==> src/rtl/uart_pkg.sv <==
// Shared UART receiver types and constants: timer FSM states, stop-bit count
// and a counter-width helper.
package uart_pkg;

    typedef enum logic [1:0] {
        IDLE  = 2'd0,
        COUNT = 2'd1,
        DONE  = 2'd2
    } rx_timer_state_t;

    localparam int STOP_BITS = 1;

    // Bits needed to hold the values 0..max_val inclusive.
    function automatic int cnt_width(input int max_val);
        return (max_val < 2) ? 1 : $clog2(max_val + 1);
    endfunction

endpackage

==> src/rtl/flex_counter.sv <==
// Up-counter that runs 1..rollover_val and wraps back to 1. The registered
// rollover_flag pulses for one cycle on each wrap.
module flex_counter #(
    parameter int WIDTH = 4
) (
    input  logic             clk,
    input  logic             rst,
    input  logic             clear,
    input  logic             count_enable,
    input  logic [WIDTH-1:0] rollover_val,
    output logic [WIDTH-1:0] count,
    output logic             rollover_flag
);

    always_ff @(posedge clk) begin
        if (rst || clear) begin
            count         <= '0;
            rollover_flag <= 1'b0;
        end else if (count_enable) begin
            if (count == rollover_val) begin
                count         <= WIDTH'(1);
                rollover_flag <= 1'b1;
            end else begin
                count         <= count + WIDTH'(1);
                rollover_flag <= 1'b0;
            end
        end else begin
            rollover_flag <= 1'b0;
        end
    end

endmodule

==> src/rtl/rx_timer.sv <==
// UART receiver bit timer: emits a shift_strobe at each data/stop sample
// point while enable_timer is held, then a single packet_done pulse.
module rx_timer
    import uart_pkg::*;
#(
    parameter int CLKS_PER_BIT = 10,
    parameter int FIRST_SAMPLE = 10,
    parameter int DATA_BITS    = 8
) (
    input  logic            clk,
    input  logic            rst,
    input  logic            enable_timer,
    output logic            shift_strobe,
    output logic            packet_done,
    output logic [3:0]      bit_index,
    output logic            busy,
    output rx_timer_state_t dbg_state
);

    localparam int MAX_PERIOD = (CLKS_PER_BIT > FIRST_SAMPLE) ? CLKS_PER_BIT : FIRST_SAMPLE;
    localparam int CNT_W      = cnt_width(MAX_PERIOD);

    localparam logic [CNT_W-1:0] FIRST_TGT  = CNT_W'(FIRST_SAMPLE);
    localparam logic [CNT_W-1:0] PERIOD_TGT = CNT_W'(CLKS_PER_BIT);
    localparam logic [3:0]       LAST_BIT   = 4'(DATA_BITS + STOP_BITS - 1);

    rx_timer_state_t  state, next_state;
    logic [CNT_W-1:0] clk_cnt;
    logic [CNT_W-1:0] clk_target;
    logic [3:0]       bit_cnt;
    logic             clk_clear, clk_en;
    logic             bit_clear, bit_en;
    logic             strobe_flag, stop_flag;
    logic             sample_hit;

    // Abort wins over a coincident sample point because enable_timer gates the hit.
    assign clk_target = (bit_cnt == 4'd0) ? FIRST_TGT : PERIOD_TGT;
    assign sample_hit = (state == COUNT) && enable_timer && (clk_cnt == clk_target);

    always_ff @(posedge clk) begin
        if (rst) begin
            state <= IDLE;
        end else begin
            state <= next_state;
        end
    end

    always_comb begin
        next_state = state;
        case (state)
            IDLE:  if (enable_timer) next_state = COUNT;
            COUNT: begin
                if (!enable_timer) begin
                    next_state = IDLE;
                end else if (sample_hit && (bit_cnt == LAST_BIT)) begin
                    next_state = DONE;
                end
            end
            DONE:  if (!enable_timer) next_state = IDLE;
            default: next_state = IDLE;
        endcase
    end

    always_comb begin
        clk_clear = 1'b1;
        clk_en    = 1'b0;
        bit_clear = 1'b0;
        bit_en    = 1'b0;
        case (state)
            IDLE: begin
                bit_clear = 1'b1;
                if (enable_timer) begin
                    clk_clear = 1'b0;
                    clk_en    = 1'b1;
                end
            end
            COUNT: begin
                if (enable_timer) begin
                    clk_clear = 1'b0;
                    clk_en    = 1'b1;
                    bit_en    = sample_hit;
                end else begin
                    bit_clear = 1'b1;
                end
            end
            default: begin
                bit_clear = 1'b1;
            end
        endcase
    end

    flex_counter #(.WIDTH(CNT_W)) u_clk_counter (
        .clk          (clk),
        .rst          (rst),
        .clear        (clk_clear),
        .count_enable (clk_en),
        .rollover_val (clk_target),
        .count        (clk_cnt),
        .rollover_flag(strobe_flag)
    );

    // The bit counter wraps on the stop bit; its flag marks frame completion.
    flex_counter #(.WIDTH(4)) u_bit_counter (
        .clk          (clk),
        .rst          (rst),
        .clear        (bit_clear),
        .count_enable (bit_en),
        .rollover_val (LAST_BIT),
        .count        (bit_cnt),
        .rollover_flag(stop_flag)
    );

    always_ff @(posedge clk) begin
        if (rst) begin
            packet_done <= 1'b0;
            busy        <= 1'b0;
            bit_index   <= 4'd0;
        end else begin
            packet_done <= stop_flag;
            busy        <= (next_state != IDLE);
            if (sample_hit) begin
                bit_index <= bit_cnt;
            end
        end
    end

    assign shift_strobe = strobe_flag;
    assign dbg_state    = state;

endmodule

==> config.mk <==
export PLATFORM = sky130hd
export DESIGN_NAME = rx_timer
export DESIGN_NICKNAME = d
export VERILOG_FILES = /design/src/rtl/uart_pkg.sv /design/src/rtl/flex_counter.sv /design/src/rtl/rx_timer.sv
export SDC_FILE = /design/constraint.sdc
export NUM_CORES = 1
export LEC_CHECK = 0
export ABC_AREA = 1
export BUFFER_PORTS_ARGS = -buffer_cell sky130_fd_sc_hd__buf_2
export CORE_MARGIN = 2
export CORE_UTILIZATION = 45
export CTS_CLUSTER_SIZE = 25
export DETAILED_ROUTE_END_ITERATION = 8
export GPL_TIMING_DRIVEN = 1
export PLACE_DENSITY = 0.74
export SLEW_MARGIN = 5
export SYNTH_ARGS = -nofsm -noshare
export SYNTH_HDL_FRONTEND = slang
export SYNTH_SLANG_ARGS = --single-unit
==> constraint.sdc <==
create_clock -name clk -period 1.5 [get_ports clk]
set_clock_uncertainty 0.05 [all_clocks]
set_input_delay 0 -clock clk [delete_from_list [all_inputs] [get_ports clk]]
set_output_delay 0 -clock clk [all_outputs]
set_load 0.02 [all_outputs]
Word level (Yosys, flattened, before mapping)
Index checks and enable logic that the tools add are counted.
Widths: inputs -> output; s select.

cells by class
  multiplexer cells = 16
  eq/ne operators = 4
  $add $sub $neg = 2
  bitwise gates (word level) = 2
  reduce and logical (&&, ||, !) cells = 10

operators with widths
  kind                 count
  $mux 1               9
  $add 4x1->4 const B  2
  $eq 4x4->1 const B   2
  $mux 2               4
  $mux 4               2
  $pmux 2 s3           1
  $reduce_or 2->1      3
  $logic_and 1x1->1    3
  $eq 2x1->1 const B   1
  $eq 2x2->1 const B   1
  $logic_not 2->1      1
  $logic_or 1x1->1     2
  $not 1->1            2
  $reduce_bool 2->1    1

word-level totals
  output and inout bits = 9
  input port bits = 3
  logic and storage cells = 42
  bits in registers = 18

Logic depth before layout (Yosys ltp)
Gate-level depths: netlist (run 1).

  depth in word-level cells = 8
  depth in mapped cells = 8
  mapped depth without buffers = 8

Cells and area by module
A second synthesis (run 1) with hierarchy kept.

unflattened totals
  cell total of the unflattened synthesis = 167
  area total of the unflattened synthesis = 1013.5 um^2

modules (own cells, without submodules)
  module        seq. area each (um^2)  times used  area an instance (um^2)  cells each
  flex_counter  100.1                  2           314.1                    56
  rx_timer      160.2                  1           385.4                    55

Worst setup path before layout (run 1)
No wires, ideal clock.

  path kind = register -> register
  start = register state[1], in the netlist dbg_state[1]
  end = register u_bit_counter.count[3]
  path slack = 328 ps
  period minus slack after synthesis = 1172 ps
  data required time = 1338 ps
  cell stages (with the launch flop) = 8
  library setup time = 112 ps
  data arrival time = 1010 ps
  path buffers = 0
  cells stage by stage = dfxtp_1 -> nor2_4 -> nand2_2 -> inv_1 -> nand2_2 -> nor2_1 -> nor2_1 -> nor2_1

between the ends
  cells in the longest elaborated chain, start to end = 5
  elaborated cells on any way between the ends = 7
  those cells by class = eq/ne: 1; mux: 3; reduce/logical: 3

RTL lines
  item                             RTL line                        text
  start: declaration               rx_timer.sv:27                  rx_timer_state_t state, next_state;
  start signal: assignment         rx_timer.sv:44                  state <= next_state;
  $eq 2x1->1 (*)                   rx_timer.sv:38, rx_timer.sv:69
  $logic_and 1x1->1 (2 in series)  rx_timer.sv:38                  assign sample_hit = (state == COUNT) && enable_timer && (clk_cnt == clk_target);
  $mux 1                           rx_timer.sv:78                  if (enable_timer) begin
  $mux 1                           rx_timer.sv:69                  case (state)
  end signal: assignment           flex_counter.sv:24              count <= count + WIDTH'(1);
  end: declaration                 flex_counter.sv:11              output logic [WIDTH-1:0] count,

Every way passes the cells marked *; elsewhere a longest branch is shown, timed or not.
A chain may end at the register's enable or synchronous reset.

Worst setup path after layout (run 1)
  start = input port enable_timer
  end = register bit_index[1]

between the ends
  cells in the longest elaborated chain, start to end = 2

RTL lines
  item                             RTL line         text
  start: declaration               rx_timer.sv:12   input logic enable_timer,
  $logic_and 1x1->1 (2 in series)  rx_timer.sv:38
  end signal: assignment           rx_timer.sv:122  bit_index <= bit_cnt;
  end: declaration                 rx_timer.sv:15   output logic [3:0] bit_index,

No other way between the ends.

==> impl_results.md, run 1 <==
- Outcome: finished, final reports clean
- Setup CP Type: input pin to flop
- Post-synthesis cell type count: 19
- Remaining antenna violation count: 0
- Via count: 643
- Leakage power: 0.428 nW
- Total wire length: 1400 microns
- Fraction of layout cells with a size suffix above 1: 24.6%
- Post-DP HPWL: 1080 microns
- Total CTS buffers: 3
- Largest net degree at the start of global routing: 11
- Power Density: 906 nW/um^2
- DIE HEIGHT: 45.4 microns
- Synth warn: 0
- Slew HR: 85.0%
- Fmax: 823 MHz
- Fin Hold WS: 367 ps
- Total gr overflow: 0
- Port bufs: 11
- Diodes inserted: 0
- FF+latch count, synth: 18
- Die width: 45.4 microns
- Data required time of the worst path: 1640 ps
- Sw frac: 21.1%
- Non-Filler Instances: 130
- Num ports: 12
- Root Driver: clkbuf_4
- First drt pass iteration count: 4
- Die area: 2060 sq um
- Crit. End Element: flop
- Placed cells: 124
- Placer Congestion: 0.740
- Setup-failing EPs final: 0
- Unrepaired setup endpoints after global routing: no
- P_sw: 0.172 mW
- Crit path DAT: 1350 ps
- Share of power burned in registers: 59.8%
- Crit path cell chain: dlygate4sd3_1 > buf_2 > inv_1 > nor2_4 > nand2_2 > inv_1 > nand2_2 > o21ai_0 > nor2_1
- Fin crit period: 1220 ps
- Pint: 0.645 mW
- Worst path bufs/invs: 4
- Vias in the first global route: 555
- Drt drc: 0
- Setup bufs post-CTS: 0
- Initial Utilization: 49.4%
- Crit start category: input pin
- First-pass GRT wire length: 2280 microns
- Vias per inst: 4.95
- Crit share post-route: 81.0%
- Reg-to-reg slack, setup: 280 ps
- Final Hold Fails: 0
- Avg WL per Cell: 10.7 microns
- Clock slew at reported path FFs: 90 ps
- Final core utilization: 57.9%
- Mapped Nets: 102
- CP max-delay cell: dlygate4sd3_1
- CTS tree: built
- Antenna violations before repair: 0
- NumNets Final: 120
- Worst-margin pin slew: 225 ps
- CP Max Fanout: 7
- CTS Buffer Depth: 2
- Synthesized instance count: 97
- Placement row count: 14
- Max Cap Violations: 0
- Total Routing Usage GR: 15.9%
- Syn Std Cell Area: 771 sq um
- Clk_lat worst skew: 290 ps
- VDD IR max: 556 uV
- Largest stage delay, worst path: 540 ps
- Htree depth: 1
- Total core area: 1560 sq um
- Final Slew Violations: 0
- Syn Area/Cell: 7.95 sq um
- Clk sinks: 18
- DR iter-0 viols: 8
- Hold WC Path Type: flop to flop
- Sequential share of the synthesized area: 46.8%
- Clock power share: 35.4%
- Comb pwr share: 4.8%
- Top Family by Delay on Critical Path: buffers and inverters
- TNS Setup: 0 ps
- Layout overhead on the synthesized area: 17.0%
[Yosys cell counts (all sizes together)]
cell type	count	area share, %
a211oi	2	1.9
a21oi	8	6.7
dfxtp	18	47
ha	2	3.2
inv	17	8.3
nand2	17	9.9
nand3	5	3.9
nand4	1	0.81
nor2	20	13
nor3b	1	0.97
o21ai	5	3.2
xor2	1	1.1
[worst register-to-register path, stage by stage (launching register included)]
cell and delay, ps:
dfxtp_1 430, inv_2 50, nor2_2 80, nand2_2 120, nor2_8 160, nand2_2 80
nor2_1 90, nor2_1 50
[power groups by stage]
stage	combinational, mW	sequential [mW]	clock [mW]
2_1_floorplan	0.0201	0.503	0
3_3_place_gp	0.0345	0.500	0
3_5_place_dp	0.0353	0.500	0
4_1_cts	0.0393	0.489	0.296
5_1_grt	0.0431	0.490	0.328
6_report	0.0390	0.489	0.289
[placed cells by master, fill, tap and decap left out]
cell and instances:
a211oi_1 2, a21oi_1 5, a21oi_2 3, buf_2 11, clkbuf_4 3, clkbuf_8 1
dfxtp_1 18, dlygate4sd3_1 2, ha_1 2, inv_1 16, inv_2 1, nand2_1 12
nand2_2 5, nand3_1 4, nand3_2 1, nand4_1 1, nor2_1 17, nor2_2 1
nor2_4 1, nor2_8 1, nor3b_1 1, o21ai_0 5, xor2_1 1
[final cells by class]
class,count,area (sq um)
Sequential cell,18,360
Fill cell,149,657
Timing Repair Buffer,13,75.1
Multi-Input combinational cell,62,347
Inverter,17,63.8
Tap cell,16,20.0
Clock buffer,4,36.3
[sequential cells by signal, indices dropped and copies added (netlist names)]
register / cells
packet_done: 1
busy: 1
u_clk_counter.count: 4
bit_index: 4
dbg_state: 2
u_bit_counter.rollover_flag: 1
u_bit_counter.count: 4
u_clk_counter.rollover_flag: 1
[routing by layer]
| metal | up-vias | part of all wire (%) | global-route usage, % |
|---|---|---|---|
| met5 | - | 0 | 0 |
| met2 | 10 | 50 | 26.2 |
| met4 | 0 | 1.6 | 8.82 |
| met1 | 293 | 46 | 17.5 |
| li1 | 336 | - | - |
| met3 | 4 | 2.9 | 5.95 |
[per-stage QoR]
step                      instance area [sq um]  setup slack [ps]  power [mW]
after floorplan                             771               328       0.523
after global placement                      846               309       0.535
after detailed placement                    846               299       0.536
after CTS                                   902               281       0.824
after global routing                        902               161       0.861
final                                       902               285       0.818
[what timing repair did]
action | in CTS | in global routing
resized for setup | 0 | 0
hold buffers | 2 | 0
endpoints found under the hold margin | 5 | 0
[path summary, 6_finish.rpt]
check | cells after the start | to | startpoint
max reg2reg | 7 | u_bit_counter.count[0] | u_clk_counter.count[1]
max | 9 | bit_index[1] | enable_timer
min reg2reg | 2 | packet_done | u_bit_counter.rollover_flag
min | 2 | packet_done | u_bit_counter.rollover_flag
[logic make-up (layout without fill, tap and decap cells)]
logic type / Yosys count / count (layout) / synth area share (%)
flops: 18 / 18 / 46.8
compound gates: 15 / 15 / 11.8
fa+ha+maj: 2 / 2 / 3.25
simple gates: 44 / 44 / 28.7
xor+xnor: 1 / 1 / 1.14
buf+inv: 17 / 34 / 8.28
No activity file was read; power rests on OpenSTA's default activity.
==> inputs of run 2 (changes only) <==
PLACE_DENSITY = 0.76   (was 0.74)
clock period = 1.1 ns   (was 1.5 ns; I/O delays follow)
==> run 2 against run 1 <==
  * The flow now finishes with violations (setup timing)
  * Combinational power increased by 95%
  * Total power increased by 30%
  * First-iteration DRC count increased by 50%
  * Worst setup slack got worse by 330 ps
  * Hold slack got worse by 330 ps
  * Non-clock buffer count increased by 14
  * Critical endpoint is now u_bit_counter.count[3]
  * Largest cell class is now multi-input combinational cells
  * Highest routed layer unchanged
==> impl_results.md, run 2 (synthesized netlist as in run 1, its figures left out) <==
- Setup CP Type: flop to flop
- Final Slew Violations: 0
- First-pass GRT wire length: 2950 microns
- Min setup slack post-route: -41.4 ps
- Total core area: 1560 sq um
- Pint: 0.816 mW
- DR iter-0 viols: 12
- Remaining antenna violation count: 0
- Clk sinks: 18
- Root Driver: clkbuf_4
- Comb pwr share: 7.2%
- Htree depth: 1
- Diodes inserted: 0
- Total CTS buffers: 3
- CTS Buffer Depth: 2
- Slew HR: 83.7%
- Hold WC Path Type: input pin to flop
- Initial Utilization: 49.4%
- VDD IR max: 769 uV
- Leakage power: 0.539 nW
- Share of power burned in registers: 62.9%
- Avg WL per Cell: 13.2 microns
- Most frequent cells in the layout: buf_4, inv_1, nor2_1, buf_2
- Failing checks: setup timing
- Fraction of layout cells with a size suffix above 1: 54.3%
- Most common cell after layout, fill and taps aside: buf_4
- Num ports: 12
- Drt drc: 0
- Unrepaired setup endpoints after global routing: yes
- Final Hold Fails: 0
- Setup-failing EPs final: 5
- CTS tree: built
- Placer Congestion: 0.827
- Vias in the first global route: 692
- Fmax: 876 MHz
- Total Power: 1.06 mW
- Total gr overflow: 0
- Clk_lat worst skew: 290 ps
- Clock slew at reported path FFs: 90 ps
- Data required time of the worst path: 1280 ps
- # fillers: 123
- Fin crit period: 1140 ps
- Die area: 2060 sq um
- NumNets Final: 134
- Total wire length: 1880 microns
- Top flop regs: bit_index x4, u_bit_counter.count x4, u_clk_counter.count x4
- Via count: 708
- Post-route cell area: 1090 sq um
- Worst-margin pin slew: 244 ps
- Total Routing Usage GR: 20.9%
- Clock power share: 29.9%
- Crit. End Element: flop
- Vias per inst: 4.95
- DIE HEIGHT: 45.4 microns
- Post-placement cell area: 916 sq um
- Crit share post-route: 104%
- Largest net degree at the start of global routing: 10
- Die width: 45.4 microns
- Crit path DAT: 1320 ps
- CP Max Fanout: 4
- Port bufs: 11
- Sw frac: 23.0%
- Antenna violations before repair: 0
- Layout overhead on the synthesized area: 41.2%
- Crit start category: flop
- Placement row count: 14
- Power Density: 973 nW/um^2
- Outcome: finished, violations left
- Post-DP HPWL: 1130 microns
- Max Cap Violations: 0
- First drt pass iteration count: 7
- P_sw: 0.243 mW
[run 2: cell types whose count changed in the layout (fill, tap and decap cells not counted), moves of 4 or more]
cell / before / now
inv_1: 16 / 11
inv_2: 1 / 5
dfxtp_2: 0 / 8
dfxtp_1: 18 / 9
nand2_4: 0 / 5
nor2_1: 17 / 11
nor2_2: 1 / 5
buf_4: 0 / 14
[run 2: cell type report]
type	count	area [sq um]	area share, %
flip-flops and latches	18	374	34.4
inverters	17	66.3	6.09
well taps	16	20.0	1.84
clock buffers	3	22.5	2.07
multi-input cells	62	425	39.1
repair buffers	27	180	16.6
[run 2: final timing paths]
| kind | slack [ps] | from | endpoint | cells after the start |
|---|---|---|---|---|
| worst max-delay path | -40 | u_bit_counter.count[0] | u_bit_counter.count[3] | 7 |
| worst min-delay path | 30 | enable_timer | busy | 5 |
| worst max register to register | -40 | u_bit_counter.count[0] | u_bit_counter.count[3] | 7 |
| worst min register to register | 360 | u_bit_counter.rollover_flag | packet_done | 2 |
[run 2: worst max-delay path, cell delays in order (launching register included)]
cell	delay [ps]
dfxtp_2	370
inv_2	40
ha_2	170
nand2_2	80
nand3_2	90
nor2_2	120
nor2_1	60
nor2_1	100
[run 2: layer usage]
layer	wire [microns]	share of wire [%]	track usage, %	vias to the layer above
li1	-	-	-	363
met1	721	38	21.2	326
met2	1070	57	38.0	14
met3	65	3.5	7.54	5
met4	25	1.3	8.24	0
met5	0	0	0	-
[run 2: timing repair]
item                       in CTS  in global routing
setup buffers                   4                  1
resized for setup              21                 17
hold endpoints to repair        6                  0
hold buffers                    2                  0
pin swaps                       4                 12
gates cloned                    0                  0
setup endpoints to repair      12                 13
[run 2: metrics by stage]
stage / hold WS (ps) / util (%) / TNS [ps] / std cells / worst slack, ps
2_1_floorplan: 12.4 / - / 0 / 97 / 3.50
3_3_place_gp: 173 / 58.7 / -54.4 / 133 / -27.6
3_5_place_dp: 173 / 58.7 / -317 / 133 / -62.4
4_1_cts: 18.6 / 66.6 / -97.9 / 142 / -43.9
5_1_grt: 70.4 / 69.8 / -737 / 143 / -108
6_report: 33.8 / 69.8 / -114 / 143 / -41.4
[run 2: power groups by stage]
stage          Sequential (mW)  Combinational (mW)  Clock [mW]
6_report                 0.666              0.0762       0.317
5_1_grt                  0.668              0.0844       0.367
4_1_cts                  0.667              0.0712       0.333
3_5_place_dp             0.680              0.0579           0
3_3_place_gp             0.680              0.0566           0
2_1_floorplan            0.686              0.0275           0
